**src/rtl/booth_mul_seq.sv**
```systemverilog
// Sequential signed multiplier using radix-4 Booth recoding, one digit per clock.
// Produces the {HI, LO} product on Z with a start/busy/done handshake.
module booth_mul_seq #(
   parameter int unsigned DATA_WIDTH = 32
) (
   input  logic                      clk,
   input  logic                      rst,
   input  logic                      start,
   input  logic [DATA_WIDTH-1:0]     A,
   input  logic [DATA_WIDTH-1:0]     B,
   output logic                      busy,
   output logic                      done,
   output logic [2*DATA_WIDTH-1:0]   Z
);

   localparam int unsigned W     = DATA_WIDTH;
   localparam int unsigned ACC_W = W + 2;
   localparam int unsigned MUL_W = W + 1;
   localparam int unsigned P_W   = ACC_W + MUL_W;
   localparam int unsigned STEPS = W / 2;
   localparam int unsigned CNT_W = $clog2(STEPS + 1);

   localparam logic [1:0] S_IDLE = 2'd0;
   localparam logic [1:0] S_CALC = 2'd1;
   localparam logic [1:0] S_DONE = 2'd2;

   logic [1:0]       state_q, state_d;
   logic [W-1:0]     mcand_q, mcand_d;
   logic [ACC_W-1:0] acc_q, acc_d;
   logic [MUL_W-1:0] mul_q, mul_d;
   logic [CNT_W-1:0] cnt_q, cnt_d;
   logic [2*W-1:0]   z_q, z_d;
   logic             busy_q, busy_d;
   logic             done_q, done_d;

   logic [ACC_W-1:0] mc_ext;
   logic [ACC_W-1:0] pp;
   logic [ACC_W-1:0] acc_sum;
   logic [P_W-1:0]   p_shift;

   // One Booth step: recode the low three multiplier bits, add the multiple, shift by 2
   always_comb begin
      mc_ext = {{2{mcand_q[W-1]}}, mcand_q};
      pp     = '0;
      case (mul_q[2:0])
         3'b001, 3'b010: pp = mc_ext;
         3'b011:         pp = ACC_W'(mc_ext << 1);
         3'b100:         pp = ACC_W'(-(mc_ext << 1));
         3'b101, 3'b110: pp = ACC_W'(-mc_ext);
         default:        pp = '0;
      endcase
      acc_sum = ACC_W'(acc_q + pp);
      p_shift = P_W'($signed({acc_sum, mul_q}) >>> 2);
   end

   always_comb begin
      state_d = state_q;
      mcand_d = mcand_q;
      acc_d   = acc_q;
      mul_d   = mul_q;
      cnt_d   = cnt_q;
      z_d     = z_q;
      busy_d  = 1'b0;
      done_d  = 1'b0;
      case (state_q)
         S_IDLE, S_DONE: begin
            if (start) begin
               state_d = S_CALC;
               mcand_d = A;
               mul_d   = {B, 1'b0};
               acc_d   = '0;
               cnt_d   = '0;
               busy_d  = 1'b1;
            end else begin
               state_d = S_IDLE;
            end
         end
         S_CALC: begin
            acc_d = p_shift[P_W-1:MUL_W];
            mul_d = p_shift[MUL_W-1:0];
            if (cnt_q == CNT_W'(STEPS - 1)) begin
               // Bit 0 is the retired b[-1] slot; the product sits just above it
               state_d = S_DONE;
               z_d     = p_shift[2*W:1];
               done_d  = 1'b1;
            end else begin
               cnt_d  = CNT_W'(cnt_q + 1'b1);
               busy_d = 1'b1;
            end
         end
         default: state_d = S_IDLE;
      endcase
   end

   always_ff @(posedge clk) begin
      if (rst) begin
         state_q <= S_IDLE;
         mcand_q <= '0;
         acc_q   <= '0;
         mul_q   <= '0;
         cnt_q   <= '0;
         z_q     <= '0;
         busy_q  <= 1'b0;
         done_q  <= 1'b0;
      end else begin
         state_q <= state_d;
         mcand_q <= mcand_d;
         acc_q   <= acc_d;
         mul_q   <= mul_d;
         cnt_q   <= cnt_d;
         z_q     <= z_d;
         busy_q  <= busy_d;
         done_q  <= done_d;
      end
   end

   assign busy = busy_q;
   assign done = done_q;
   assign Z    = z_q;

endmodule

```
**config.mk**
```make
export PLATFORM = sky130hd
export DESIGN_NAME = booth_mul_seq
export DESIGN_NICKNAME = d
export VERILOG_FILES = /design/src/rtl/booth_mul_seq.sv
export SDC_FILE = /design/constraint.sdc
export NUM_CORES = 1
export LEC_CHECK = 0
export ABC_CLOCK_PERIOD_IN_PS = 5800
export CORE_MARGIN = 1.5
export CORE_UTILIZATION = 45
export DETAILED_ROUTE_END_ITERATION = 16
export PLACE_DENSITY = 0.65
export SLEW_MARGIN = 25
export SYNTH_ARGS = -nofsm -noshare
export SYNTH_HDL_FRONTEND = slang
export SYNTH_SLANG_ARGS = --single-unit
```
**constraint.sdc**
```tcl
create_clock -name clk -period 5.8 [get_ports clk]
set_input_delay 1.16 -clock clk [delete_from_list [all_inputs] [get_ports clk]]
set_output_delay 1.16 -clock clk [all_outputs]
set_load 0.02 [all_outputs]
```
==> run summary, run 1 <==
DRC violations left -> 0
worst r2r dst -> Z[61]
Final Net Count -> 1472
clock sink count -> 170
Worst Max-Slew Pin Slew -> 918 ps
unrepaired setup endpoints after global routing -> false
Worst Hold Class -> reg -> reg
post-synth top area cell -> dfxtp_1
Routed Antenna Nets -> 0
drt total wl -> 28000 um
CP max-delay cell -> o311ai_1
GRT overflow -> 0
ys flop type -> dfxtp_1
I/O Buffers -> 132
Iteration-0 DRC Markers -> 796
Setup CP Type -> reg -> reg
number of CTS-inserted buffers -> 17
R2R Path Start -> mcand_q[5]
WP depth -> 17
hold path endpoint -> Z[41]
final setup fails -> 0
root buf cell -> clkbuf_16
status -> finished, final reports clean
first-pass GRT wire length -> 45000 um
required time worst endpoint -> 6070 ps
via count of the first global-routing pass -> 8599
CP top delay family -> simple AND/OR/NAND/NOR gates
Slew Viols, Final -> 0
Post-synth EDFFs -> 0
Area Growth Syn to Fin -> 21.6%
most common cell after layout, fill and taps aside -> nand2_1
number of diodes -> 0
core area -> 21000 um2
synth unique cells -> 61
Yosys top cell area share -> 35.5%
clock transition at the registers of the reported paths -> 70 ps
CP Cell Sequence -> nor4_1 -> nand2_1 -> or4_1 -> or3_1 -> nand2_1 -> xnor2_1 -> a221oi_1 -> a21oi_1 -> ha_1 -> nand3_1 -> nor4_1 -> a221o_1 -> o21a_1 -> nor2_1 -> o311ai_1 -> mux2i_1 -> a21oi_1
area of the mapped netlist -> 9580 um2
WP buf/inv -> 0
RePlAce Congestion -> 0.909
cell count after synthesis -> 1294
sequential-to-total area share from yosys stat -> 35.5%
Ys Warns -> 0
Peak VDD IR -> 0.000203 V
commonest cells after routing, fill and taps aside -> 271 x nand2_1, 170 x dfxtp_1, 131 x clkdlybuf4s50_1
crit path DAT -> 5370 ps
global-route usage over all layers -> 25.5%
post-route setup TNS -> 0 ps
clk buf depth -> 2
die area -> 22200 um2
I/O Pins -> 133
row count -> 53
wire per inst -> 16.9 um
ratio of cells with drive above 1 in the final layout -> 5.21%
worst clock skew -> 19.2 ps
crit-path max FO -> 9
leakage -> 4.39 nW
Largest stage delay, worst path -> 580 ps
vias -> 9493
setup ws final -> 700 ps
setup bufs post-CTS -> 0
number of vias per cell -> 5.73
initial antenna violation count -> 0
Hold Path Depth -> 2
fillers -> 2055
syn nets -> 1398
top cells by area, synth -> dfxtp_1 36%, nand2_1 11%, a21oi_1 6.8%, ha_1 4.7%, o21ai_0 4.6%
flops & latches, synth -> 170
clk_lat worst skew -> 440 ps
Hold Path Origin -> Z[41]
H-tree levels -> 4
DP Worst Slack -> 828 ps
Crit. End Element -> register
PostCTS Resize Cnt -> 0
reg-to-reg setup timing slack -> 700 ps
Die Ht -> 149 um
max_cap viols -> 0
Die Span X -> 149 um
Pwr Density -> 268 nW/um2
largest net degree at the start of global routing -> 77
TritonCTS clock tree -> built
worst rel slew slack -> 38.8%
Hold Buf Count CTS -> 0
final hold slack -> 456 ps
Final period util -> 87.9%
reg2reg path depth -> 17
starting density of the core -> 45.7%
Detailed Place HPWL -> 19600 um
f_max -> 196 MHz
ys async rst share -> 0%
Tmin final -> 5100 ps
drt pass-1 iters -> 5
Hold Vio Cnt, Final -> 0
CP Launch Type -> register
mean post-synth cell area -> 7.40 um2
## cells by family after synthesis
| family | after synthesis | synth area share, % |
|---|---|---|
| compound gates | 366 | 23.3 |
| xor+xnor | 65 | 5.95 |
| flops | 170 | 35.5 |
| fa+ha+maj | 37 | 4.91 |
| buf+inv | 114 | 4.80 |
| mux | 5 | 0.549 |
| simple gates | 537 | 25.0 |
## layout make-up
cell class | count | area, um2 | share of cell area (%)
sequential | 170 | 3400 | 29.2
inverter | 18 | 67.6 | 0.580
clock buffer | 17 | 425 | 3.65
tap | 275 | 344 | 2.96
timing repair buffer | 151 | 1460 | 12.6
clock inverter | 15 | 199 | 1.71
multi-input combinational | 1010 | 5740 | 49.3
## per-layer routing
metal / part of all wire, % / global-route usage (%)
met2: 44 / 39.6
met4: 1.7 / 7.33
met5: 0 / 0
met1: 48 / 36.6
met3: 5.7 / 3.67
## cell usage after synthesis (4+ instances only)
cell	n
nor4_1	8
or4_1	10
a211oi_1	7
a31oi_1	7
nor3_1	36
nand2b_1	11
a311oi_1	17
a22oi_1	36
a21oi_1	130
o22ai_1	18
nor2_1	114
inv_1	17
nand2_1	272
o21a_1	4
nor2b_1	13
nand4_1	17
o21ai_1	6
xnor2_1	29
buf_1	9
nand3_1	26
a221oi_1	6
dfxtp_1	170
a21o_1	12
or3_1	9
and2_1	7
ha_1	36
o21bai_1	4
buf_6	4
clkbuf_1	82
xor2_1	36
o21ai_0	88
o211ai_1	4
## power by group
part | switching, mW | internal (mW) | leakage [nW] | total [mW]
Sequential | 0.0588 | 1.22 | 1.38 | 1.28
Combinational | 0.402 | 0.247 | 2.71 | 0.649
Clock | 0.565 | 0.626 | 0.300 | 1.19
Total | 1.03 | 2.09 | 4.39 | 3.12
## worst register-to-register path, cell delays in order, from the launching register on
cell and delay, ps:
dfxtp_1 390, nor4_1 570, nand2_1 160, or4_1 480, or3_1 360, nand2_1 100, xnor2_1 80, a221oi_1 300
a21oi_1 110, ha_1 410, nand3_1 120, nor4_1 410, a221o_1 260, o21a_1 210, nor2_1 80, o311ai_1 580
mux2i_1 250, a21oi_1 70
## flip-flops by register name, summed over array words and instances (netlist names)
| register | cells |
|---|---|
| Z | 64 |
| acc_q | 32 |
| busy | 1 |
| cnt_q | 5 |
| done | 1 |
| mcand_q | 32 |
| mul_q | 33 |
| state_q | 2 |
## per-stage QoR
step           instance area [um2]  power [mW]  util, %  instances
2_1_floorplan                 9580        1.74        -       1294
3_3_place_gp                 11000        1.93     52.5       1624
3_5_place_dp                 11000        1.94     52.6       1624
4_1_cts                      11600        3.12     55.5       1656
5_1_grt                      11600        3.25     55.6       1656
6_report                     11600        3.12     55.6       1656
## how the worst max path moves through the flow
stage | startpoint | to | slack [ps]
finish | mcand_q[5] | Z[61] | 700
global route | mcand_q[5] | acc_q[30] | 400
CTS | mcand_q[8] | Z[61] | 810
detailed placement | mcand_q[8] | Z[61] | 830
global placement | mcand_q[8] | Z[61] | 960
floorplan | mcand_q[1] | Z[61] | 1120
Note: power is estimated with default switching activity, not from simulation.
==> run 2, diff against run 1 <==
--- a/config.mk
+++ b/config.mk
@@ -5,7 +5,7 @@
 export SDC_FILE = /design/constraint.sdc
 export NUM_CORES = 1
 export LEC_CHECK = 0
-export ABC_CLOCK_PERIOD_IN_PS = 5800
+export ABC_CLOCK_PERIOD_IN_PS = 5300
 export CORE_MARGIN = 1.5
 export CORE_UTILIZATION = 45
 export DETAILED_ROUTE_END_ITERATION = 16
==> constraint.sdc (replaced) <==
create_clock -name clk -period 5.3 [get_ports clk]
set_input_delay 1.06 -clock clk [delete_from_list [all_inputs] [get_ports clk]]
set_output_delay 1.06 -clock clk [all_outputs]
set_load 0.02 [all_outputs]
==> run 2 against run 1 <==
Design area increased by 0.21%; die area is the same; sequential share of layout area fell by 0.063 points; global-route usage is 0.12 points higher; first-iteration DRC count down 13%; worst hold slack lost 0.84 ps; critical path type unchanged.
==> run summary, run 2 (synthesis results as in run 1) <==
status -> finished, final reports clean (unchanged)
I/O Pins -> 133 (unchanged)
TritonCTS clock tree -> built (unchanged)
commonest cells after routing, fill and taps aside -> 271 x nand2_1, 170 x dfxtp_1, 131 x clkdlybuf4s50_1 (unchanged)
starting density of the core -> 45.7% (unchanged)
Slew Viols, Final -> 0 (unchanged)
Tmin final -> 4860 ps (was 5100 ps)
most common cell after layout, fill and taps aside -> nand2_1 (unchanged)
Largest register FFs -> 64 (unchanged)
vias -> 9481 (was 9493)
Final Net Count -> 1477 (was 1472)
Die Ht -> 149 um (unchanged)
RePlAce Congestion -> 0.964 (was 0.909)
Area Growth Syn to Fin -> 21.9% (was 21.6%)
CP top delay family -> simple AND/OR/NAND/NOR gates (unchanged)
Peak VDD IR -> 0.000207 V (was 0.000203 V)
WP buf/inv -> 0 (unchanged)
CP max-delay cell -> or4_4 (was o311ai_1)
H-tree levels -> 4 (unchanged)
Detailed Place HPWL -> 19600 um (about the same)
crit path DAT -> 5160 ps (was 5370 ps)
placed insts -> 1629 (was 1624)
clock sink count -> 170 (unchanged)
number of diodes -> 0 (unchanged)
via count of the first global-routing pass -> 8853 (was 8599)
row count -> 53 (unchanged)
clk buf depth -> 2 (unchanged)
wire per inst -> 16.9 um (about the same)
Iteration-0 DRC Markers -> 694 (was 796)
number of CTS-inserted buffers -> 17 (unchanged)
Hold Vio Cnt, Final -> 0 (unchanged)
required time worst endpoint -> 5600 ps (was 6070 ps)
first-pass GRT wire length -> 45300 um (was 45000 um)
Worst Hold Class -> reg -> reg (unchanged)
leakage -> 4.40 nW (was 4.39 nW)
GRT overflow -> 0 (unchanged)
Final period util -> 91.7% (was 87.9%)
root buf cell -> clkbuf_16 (unchanged)
Largest stage delay, worst path -> 640 ps (was 580 ps)
crit-path max FO -> 12 (was 9)
Worst Max-Slew Pin Slew -> 818 ps (was 918 ps)
worst rel slew slack -> 45.4% (was 38.8%)
CP Cell Sequence -> or4_4 -> or4_1 -> or3_1 -> nand2_1 -> xnor2_1 -> a221oi_1 -> a21oi_1 -> ha_1 -> nand3_1 -> nor4_2 -> nand2_1 -> a211oi_1 -> nor2_1 -> o311ai_1 -> mux2i_1 -> a21oi_1 (was nor4_1 -> nand2_1 -> or4_1 -> or3_1 -> nand2_1 -> xnor2_1 -> a221oi_1 -> a21oi_1 -> ha_1 -> nand3_1 -> nor4_1 -> a221o_1 -> o21a_1 -> nor2_1 -> o311ai_1 -> mux2i_1 -> a21oi_1)
largest net degree at the start of global routing -> 73 (was 77)
ratio of cells with drive above 1 in the final layout -> 5.70% (was 5.21%)
clk_lat worst skew -> 440 ps (about the same)
Setup CP Type -> reg -> reg (unchanged)
post-route setup TNS -> 0 ps (unchanged)
drt total wl -> 28100 um (was 28000 um)
worst clock skew -> 11.4 ps (was 19.2 ps)
die area -> 22200 um2 (unchanged)
final setup fails -> 0 (unchanged)
core area -> 21000 um2 (unchanged)
CP Launch Type -> register (unchanged)
Die Span X -> 149 um (unchanged)
number of vias per cell -> 5.71 (was 5.73)
DRC violations left -> 0 (unchanged)
f_max -> 206 MHz (was 196 MHz)
unrepaired setup endpoints after global routing -> false (unchanged)
setup bufs post-CTS -> 0 (unchanged)
initial antenna violation count -> 0 (unchanged)
Pwr Density -> 287 nW/um2 (was 268 nW/um2)
Routed Antenna Nets -> 0 (unchanged)
max_cap viols -> 0 (unchanged)
Crit. End Element -> register (unchanged)
clock transition at the registers of the reported paths -> 80 ps (was 70 ps)
I/O Buffers -> 132 (unchanged)
non-filler instance count after layout -> 1661 (was 1656)
drt pass-1 iters -> 5 (unchanged)
global-route usage over all layers -> 25.6% (was 25.5%)
-- run 2: cell count changes in the layout (fill, tap and decap cells not counted) --
cell,change
buf_4,+4
clkinv_4,+2
clkinv_8,-2
nor4_1,-2
nor4_2,+2
buf_12,+1
bufinv_16,-1
clkbuf_1,+1
clkinvlp_4,+1
inv_6,-1
nor3_1,-1
nor3_2,+1
-- run 2: layer usage --
layer | routed length [um] | global-route usage, % | share of wire [%]
met1 | 13200 | 34.9 | 47
met2 | 12900 | 41.3 | 46
met3 | 1620 | 5.08 | 5.8
met4 | 361 | 6.73 | 1.3
met5 | 0 | 0 | 0
-- run 2: layout make-up --
class                      count  area [um2]
clock buffer                  18         429
clock inverter                14         153
fill                        2053        9290
inverter                      18        67.6
multi-input combinational   1010        5760
sequential                   170        3400
tap                          275         344
timing repair buffer         156        1510
-- run 2: power breakdown --
part | internal (mW) | switching, mW
clock | 0.629 | 0.610
combinational | 0.277 | 0.440
sequential | 1.33 | 0.0639
total | 2.24 | 1.11
-- run 2: repair_timing --
item / 4_1_cts / 5_1_grt
resized for setup: 0 / 3
hold buffers: 0 / 0
endpoints found under the setup margin: 0 / 13
-- run 2: per-stage QoR --
step | total power, mW | setup WS, ps | utilization [%] | hold WS, ps | cell area [um2]
2_1_floorplan | 1.90 | 622 | - | 432 | 9580
3_3_place_gp | 2.12 | 538 | 52.8 | 443 | 11100
3_5_place_dp | 2.12 | 350 | 52.8 | 446 | 11100
4_1_cts | 3.36 | 345 | 55.6 | 456 | 11600
5_1_grt | 3.51 | 36.4 | 55.7 | 476 | 11700
6_report | 3.35 | 440 | 55.7 | 455 | 11700
-- run 2: worst reg2reg max path: cells and delay by family, from the launching register on --
| kind | cells | cell delay [ps] |
|---|---|---|
| AO/OA/AOI/OAI | 5 | 1370 |
| XOR/XNOR | 1 | 80 |
| adder cells (fa/ha/maj) | 1 | 400 |
| flip-flops | 1 | 410 |
| multiplexers | 1 | 260 |
| AND/OR/NAND/NOR | 8 | 2220 |
-- run 2: final timing paths --
check                           cells past startpoint        from  slack [ps]     to
worst max-delay path                               16  mcand_q[8]         440  Z[61]
worst min-delay path                                2       Z[42]         450  Z[42]
worst max register to register                     16  mcand_q[8]         440  Z[61]
worst min register to register                      2       Z[42]         450  Z[42]
